--- src/rtl/sid_i2s_tx_if.sv ---
// rtl/sid_i2s_tx_if.sv - SID audio input and I2S output signal bundle for sid_i2s_tx
interface sid_i2s_tx_if;
  logic [47:0] audio_i;
  logic        audio_stb;
  logic        i2s_sck;
  logic        i2s_ws;
  logic        i2s_sd;
  logic        frame_o;

  modport master (
    output audio_i, audio_stb,
    input  i2s_sck, i2s_ws, i2s_sd, frame_o
  );

  modport slave (
    input  audio_i, audio_stb,
    output i2s_sck, i2s_ws, i2s_sd, frame_o
  );
endinterface

--- src/rtl/sid_i2s_tx.sv ---
// rtl/sid_i2s_tx.sv - Philips I2S transmitter, sample-and-hold decimation of the SID stereo stream
module sid_i2s_tx #(
  parameter int SCK_HALF = 4
) (
  input  logic        clk,
  input  logic        res,
  sid_i2s_tx_if.slave bus
);

  localparam int DW = $clog2(SCK_HALF);
  localparam logic [DW-1:0] DIV_MAX = DW'(SCK_HALF - 1);

  logic [DW-1:0] div_cnt;
  logic          sck_q;
  logic          ws_q;
  logic          sd_q;
  logic          frame_q;
  logic [5:0]    n_q;
  logic [47:0]   hold_q;
  logic [63:0]   word_q;

  logic          div_wrap;
  logic          fall;
  logic [5:0]    n_next;
  logic [5:0]    n_lead;

  assign div_wrap = (div_cnt == DIV_MAX);
  assign fall     = div_wrap && sck_q;
  assign n_next   = n_q + 6'd1;
  // WS leads the data by one bit, so it follows the slot of n+1.
  assign n_lead   = n_q + 6'd2;

  always_ff @(posedge clk or posedge res) begin
    if (res) begin
      hold_q <= '0;
    end else if (bus.audio_stb) begin
      hold_q <= bus.audio_i;
    end
  end

  always_ff @(posedge clk or posedge res) begin
    if (res) begin
      div_cnt <= '0;
      sck_q   <= 1'b0;
      ws_q    <= 1'b1;
      sd_q    <= 1'b0;
      frame_q <= 1'b0;
      n_q     <= 6'd63;
      word_q  <= '0;
    end else begin
      div_cnt <= div_wrap ? '0 : div_cnt + 1'b1;
      frame_q <= 1'b0;
      if (div_wrap) begin
        sck_q <= ~sck_q;
      end
      if (fall) begin
        n_q  <= n_next;
        ws_q <= n_lead[5];
        if (n_next == 6'd0) begin
          // Capture reads the pre-strobe hold value; the MSB bypasses word_q.
          word_q  <= {hold_q[47:24], 8'h00, hold_q[23:0], 8'h00};
          sd_q    <= hold_q[47];
          frame_q <= 1'b1;
        end else begin
          sd_q <= word_q[~n_next];
        end
      end
    end
  end

  assign bus.i2s_sck = sck_q;
  assign bus.i2s_ws  = ws_q;
  assign bus.i2s_sd  = sd_q;
  assign bus.frame_o = frame_q;

endmodule

--- src/flat_wrapper.sv ---
// flat-port wrapper written by rule: the top's interface ports become plain ports
module sid_i2s_tx_flat 
#(
  parameter int SCK_HALF = 4
)
  (clk, res, bus_audio_i, bus_audio_stb, bus_i2s_sck, bus_i2s_ws, bus_i2s_sd, bus_frame_o);
  sid_i2s_tx_if bus_i ();
  input  logic clk;
  input  logic res;
  input wire logic [$bits(bus_i.audio_i)-1:0] bus_audio_i;
  input wire logic [$bits(bus_i.audio_stb)-1:0] bus_audio_stb;
  output wire logic [$bits(bus_i.i2s_sck)-1:0] bus_i2s_sck;
  output wire logic [$bits(bus_i.i2s_ws)-1:0] bus_i2s_ws;
  output wire logic [$bits(bus_i.i2s_sd)-1:0] bus_i2s_sd;
  output wire logic [$bits(bus_i.frame_o)-1:0] bus_frame_o;
  assign bus_i.audio_i = bus_audio_i;
  assign bus_i.audio_stb = bus_audio_stb;
  assign bus_i2s_sck = bus_i.i2s_sck;
  assign bus_i2s_ws = bus_i.i2s_ws;
  assign bus_i2s_sd = bus_i.i2s_sd;
  assign bus_frame_o = bus_i.frame_o;
  sid_i2s_tx #(.SCK_HALF(SCK_HALF)) u_core (.clk(clk), .res(res), .bus(bus_i));
endmodule
--- config.mk ---
export PLATFORM = sky130hd
export DESIGN_NAME = sid_i2s_tx_flat
export DESIGN_NICKNAME = d
export VERILOG_FILES = /design/src/rtl/sid_i2s_tx_if.sv /design/src/rtl/sid_i2s_tx.sv /design/src/flat_wrapper.sv
export SDC_FILE = /design/constraint.sdc
export NUM_CORES = 1
export LEC_CHECK = 0
export ABC_AREA = 1
export CORE_ASPECT_RATIO = 2
export CORE_MARGIN = 2
export CORE_UTILIZATION = 58
export CTS_BUF_LIST = sky130_fd_sc_hd__clkbuf_8
export CTS_CLUSTER_DIAMETER = 40
export DETAILED_ROUTE_END_ITERATION = 12
export HOLD_SLACK_MARGIN = 0.1
export PLACE_DENSITY_LB_ADDON = 0.1
export REMOVE_ABC_BUFFERS = 1
export SLEW_MARGIN = 0
export SYNTH_ARGS = -nofsm -noshare
export SYNTH_HDL_FRONTEND = slang
export SYNTH_SLANG_ARGS = --single-unit
--- constraint.sdc ---
create_clock -name clk -period 4.2 [get_ports clk]
set_input_delay 0.84 -clock clk [delete_from_list [all_inputs] [get_ports clk]]
set_output_delay 0.84 -clock clk [all_outputs]
set_load 0.05 [all_outputs]
# Word-level counts from Yosys, hierarchy flattened
# Index checks and enable logic that the tools add are counted.
# W data, S select, Z words.
# totals
word_cells,24
inputBits,51
ff_bits,108
out_inout_bits,4
# classes
bitwise_logic,2
n_eq_ne,1
order_cmp,1
n_reduce_logical,3
mux,6
n_addsub,3
# op_table
cell,count
$lt A6 B7 Y1 const B,1
$add A6 B1 Y6 const B,1
$add A6 B2 Y6 const B,1
$bmux W1 S6,1
$logic_not A6 Y1,1
$not A6 Y6,1
$mux W1,4
$add A2 B1 Y2 const B,1
$eq A2 B2 Y1 const B,1
$mux W2,1
$reduce_and A2 Y1,1
$logic_and A1 B1 Y1,1
$not A1 Y1,1

# Longest topological paths before layout
# logic_depth
depth_word,5
depth_mapped,13
mapped_depth_nobuf,11

# Worst setup path before layout
# No wires, ideal clock.
# synth_path
kind,input to register
startpoint,in bus_audio_stb
endpoint,reg u_core.hold_q[10]
setup_slack_ns,2.286
required_ns,4.075
t_arrival_ns,1.789
path_buffers,2
setup_time_ns,0.125
cell_stages,3
cell_sequence,clkbuf_1 > clkbuf_1 > mux2_2
# synth_rtl
item,line,rtl
start: declaration,flat_wrapper.sv:11,input wire logic [$bits(bus_i.audio_stb)-1:0] bus_audio_stb;
end signal: assignment,sid_i2s_tx.sv:37,hold_q <= bus.audio_i;
end: declaration,sid_i2s_tx.sv:19,logic [47:0] hold_q;
# No word-level cell between the ends.

# Final worst setup path
# layout_path
startpoint,reg u_core.n_q[0]
endpoint,reg u_core.word_q[57]
# layout_via
elab_chain_len,3
# layout_rtl
item,line,rtl
start: declaration,sid_i2s_tx.sv:18,logic [5:0] n_q;
start signal: assignment,sid_i2s_tx.sv:57,n_q <= n_next;
$add A6 B1 Y6,sid_i2s_tx.sv:29,assign n_next = n_q + 6'd1;
$logic_not A6 Y1,sid_i2s_tx.sv:59,if (n_next == 6'd0) begin
$reduce_and A2 Y1 (no line),n/a,
end signal: assignment,sid_i2s_tx.sv:61,"word_q <= {hold_q[47:24], 8'h00, hold_q[23:0], 8'h00};"
end: declaration,sid_i2s_tx.sv:20,logic [63:0] word_q;
# Every way passes these cells.
# A chain may end at the register's enable or synchronous reset.

==> metrics.txt <==
# TYPE chip_impl_metric gauge
chip_impl_info{name="status",value="complete, no violations"} 1
chip_impl_metric{name="grt_util_met2",unit=""} 0.387
chip_impl_info{name="grt_setup_unrepaired",value="no"} 1
chip_impl_metric{name="slew_headroom",unit=""} 0.288
chip_impl_info{name="hold_start",value="u_core.div_cnt[0]"} 1
chip_impl_info{name="worst_r2r_start",value="u_core.n_q[0]"} 1
chip_impl_info{name="hold_path_class",value="flop to flop"} 1
chip_impl_metric{name="finalNetCount",unit=""} 576
chip_impl_metric{name="layoutNonFillerInstCount",unit=""} 624
chip_impl_metric{name="cts.reportedPaths.clkPinSlew",unit="ns"} 0.09
chip_impl_metric{name="report.final.hold_viol_count",unit=""} 0
chip_impl_metric{name="setup_ws",unit="ns"} 1.24
chip_impl_metric{name="gp_routability_congestion",unit=""} 0.841
chip_impl_metric{name="critPathMaxFanout",unit=""} 48
chip_impl_metric{name="synth_seq_area_share",unit=""} 0.570
chip_impl_metric{name="setup_viol_count_final",unit=""} 0
chip_impl_metric{name="antenna_found_initial",unit=""} 0
chip_impl_metric{name="viasPerCell",unit=""} 5.21
chip_impl_metric{name="grt_pass1_wl",unit="mm"} 15.5
chip_impl_metric{name="post_cts_resized",unit=""} 0
chip_impl_metric{name="vias_in_the_first_global_route",unit=""} 3374
chip_impl_metric{name="total_gr_overflow",unit=""} 0
chip_impl_metric{name="leakagePower",unit="nW"} 2.50
chip_impl_metric{name="final_max_slew_viol_count",unit=""} 0
chip_impl_metric{name="drt_drc_violations_left",unit=""} 0
chip_impl_metric{name="total_power",unit="mW"} 1.84
chip_impl_metric{name="worstHoldPathCells",unit=""} 1
chip_impl_metric{name="ctsLongestPathBuffers",unit=""} 2
chip_impl_metric{name="netlist-cell-type-count",unit=""} 31
chip_impl_metric{name="worst-r2r-cell-count",unit=""} 7
chip_impl_metric{name="first_pass_iters",unit=""} 5
chip_impl_metric{name="antennaDiodeCount",unit=""} 0
chip_impl_metric{name="initial_core_utilization",unit=""} 0.598
chip_impl_info{name="most-common-layout-cells",value="nand2_1, dfrtp_1, inv_1"} 1
chip_impl_metric{name="utilization",unit=""} 0.692
chip_impl_metric{name="peakVddDrop",unit="V"} 0.000280
chip_impl_metric{name="grt_total_usage",unit=""} 0.226
chip_impl_metric{name="num_rows",unit=""} 46
chip_impl_metric{name="grt_use_met3",unit=""} 0.0359
chip_impl_info{name="root_cell_of_the_clock_tree",value="clkbuf_8"} 1
chip_impl_metric{name="layout-area-overhead-vs-synth",unit="%"} 15.7
chip_impl_metric{name="final_antenna_net_count",unit=""} 0
chip_impl_info{name="timing_worst_setup_path_type",value="flop to flop"} 1
chip_impl_metric{name="cp_data_required_time",unit="ns"} 4.45
chip_impl_metric{name="fin_tns_setup",unit="ns"} 0
chip_impl_info{name="tritoncts",value="built"} 1
chip_impl_metric{name="grt_max_degree",unit=""} 63
chip_impl_info{name="timing.critical_path.from_type",value="flop"} 1
chip_impl_metric{name="synth-warning-count",unit=""} 0
chip_impl_metric{name="final_min_period_over_clock_period",unit=""} 0.705
chip_impl_metric{name="timing_worst_slew_pin_value",unit="ns"} 1.07
chip_impl_metric{name="clock_skew",unit="ns"} 0.0102
chip_impl_info{name="min_to",value="u_core.div_cnt[0]"} 1
chip_impl_metric{name="die_height",unit="um"} 132
chip_impl_metric{name="per_cell_routed_wire_length",unit="um"} 14.3
chip_impl_metric{name="hpwl",unit="mm"} 6.12
chip_impl_metric{name="final_area",unit="um2"} 5500
chip_impl_metric{name="chipWidth",unit="um"} 68.0
chip_impl_metric{name="number_of_hold_buffers_added_after_cts",unit=""} 0
chip_impl_metric{name="fin_worst_hold_slack",unit="ns"} 0.440
chip_impl_metric{name="max_freq",unit="MHz"} 338
chip_impl_metric{name="pre_cts_slack",unit="ns"} 1.25
chip_impl_metric{name="ff2ff_setup_slack",unit="ns"} 1.24
chip_impl_metric{name="core_area",unit="um2"} 7940
chip_impl_metric{name="fin_crit",unit="ns"} 2.96
chip_impl_info{name="post_synth_main_area_contributors",value="dfrtp_1, mux2_2, nand2_1, inv_1, o21ai_0"} 1
chip_impl_info{name="synth_top_area_cell",value="dfrtp_1"} 1
chip_impl_metric{name="cts_setup_buffers",unit=""} 0
chip_impl_info{name="cp-end-kind",value="flop"} 1
chip_impl_metric{name="clkLatencyLatePin",unit="ns"} 0.38
chip_impl_metric{name="power_per_cell_area",unit="nW/um2"} 335
chip_impl_info{name="gr-max-usage-layer",value="met2"} 1
chip_impl_metric{name="via_count",unit=""} 3252
chip_impl_metric{name="gate_count_post_synth",unit=""} 479
chip_impl_metric{name="h_tree_level_count",unit=""} 3
chip_impl_metric{name="yosysTopAreaCellShare",unit=""} 0.532
chip_impl_metric{name="cts_sinks",unit=""} 108
chip_impl_metric{name="synthesis.area_per_instance",unit="um2"} 9.92
chip_impl_metric{name="dieArea",unit="um2"} 8980
chip_impl_metric{name="number_of_drc_markers_after_the_initial_detailed_route_iteration",unit=""} 179
chip_impl_metric{name="synth_area",unit="um2"} 4750
chip_impl_metric{name="arrival",unit="ns"} 3.21
chip_impl_metric{name="port_buffers",unit=""} 54
chip_impl_info{name="r2r_end",value="u_core.word_q[57]"} 1
chip_impl_metric{name="cts_inserted_buffers",unit=""} 9
chip_impl_metric{name="post_route_cells_drive_above_1_share",unit=""} 0.169
chip_impl_metric{name="drt_wl_total",unit="mm"} 8.93
chip_impl_metric{name="dpl.cell_count",unit=""} 608
chip_impl_metric{name="ios",unit=""} 55
chip_impl_metric{name="maxCapViolCount",unit=""} 0
chip_impl_metric{name="detailed_place.area",unit="um2"} 5310
chip_impl_metric{name="yosys_register_bits",unit=""} 108
chip_impl_info{name="layout.cells.most_common",value="nand2_1"} 1
chip_impl_metric{name="met1_usage",unit=""} 0.277
## logic make-up (layout without fill, tap and decap cells)
group | after synthesis | after routing | synth area share
and+or+nand+nor | 173 | 173 | 0.160
DFF | 108 | 108 | 0.570
buffers and inverters | 84 | 133 | 0.0750
AOI/OAI and AO/OA | 65 | 65 | 0.0800
muxes | 43 | 43 | 0.102
xor gates and xnor gates | 4 | 4 | 0.00737
adders and majority gates | 2 | 2 | 0.00526
## sequential cells by signal, summed over array words and instances (netlist names)
name,cells
u_core.bus.i2s_sck,1
u_core.bus.frame_o,1
u_core.hold_q,48
u_core.bus.i2s_sd,1
u_core.word_q,48
u_core.bus.i2s_ws,1
u_core.div_cnt,2
u_core.n_q,6
## routing by layer
layer | wire [um] | share of wire
met1 | 3590 | 0.40
met2 | 4910 | 0.55
met3 | 272 | 0.030
met4 | 156 | 0.017
met5 | 0 | 0
## cell type report
type                    count  area, um2
flip-flops and latches    108       2710
inverters                  58        220
repair buffers             59        573
clock buffers               9        124
multi-input cells         287       1690
clock inverters             7       63.8
well taps                  96        120
fillers                   658       2440
## report_power, final
part	internal, mW	leakage (nW)	switching, mW
clock network	0.269	0.0953	0.335
logic	0.0802	1.03	0.0477
registers	1.08	1.37	0.0238
## worst max-delay path by stage
stage                              from            endpoint  slack (ns)  cells past startpoint
after floorplan                     res  u_core.bus.frame_o        0.53                      1
after global placement    u_core.n_q[0]   u_core.word_q[40]        1.36                      8
after detailed placement  u_core.n_q[0]   u_core.word_q[40]        1.25                      8
after CTS                 u_core.n_q[0]   u_core.word_q[40]        1.21                      8
after global routing      u_core.n_q[0]   u_core.word_q[18]        0.88                      8
final                     u_core.n_q[0]   u_core.word_q[57]        1.24                      7
## worst max-delay path, cell delays in order, from the launching register on
cell and delay (ns):
dfstp_2 0.94, ha_1 0.39, nand4_1 0.12, nand2_1 0.16, nand4_2 0.20, nor2_8 0.49, buf_4 0.37, o21ai_0 0.12
## synth_stat cells (all sizes together)
cell and instances:
nand2 116, dfrtp 101, inv 58, o21ai 53, mux2 43, nand3 40, clkbuf 14, buf 12
nor2 12, dfstp 7, a21oi 5, o211ai 5, nand4 3, ha 2, xnor2 2, xor2 2
a21boi 1, nand3b 1, nor3 1, o21a 1
Power figures use the tool's default switching activity.
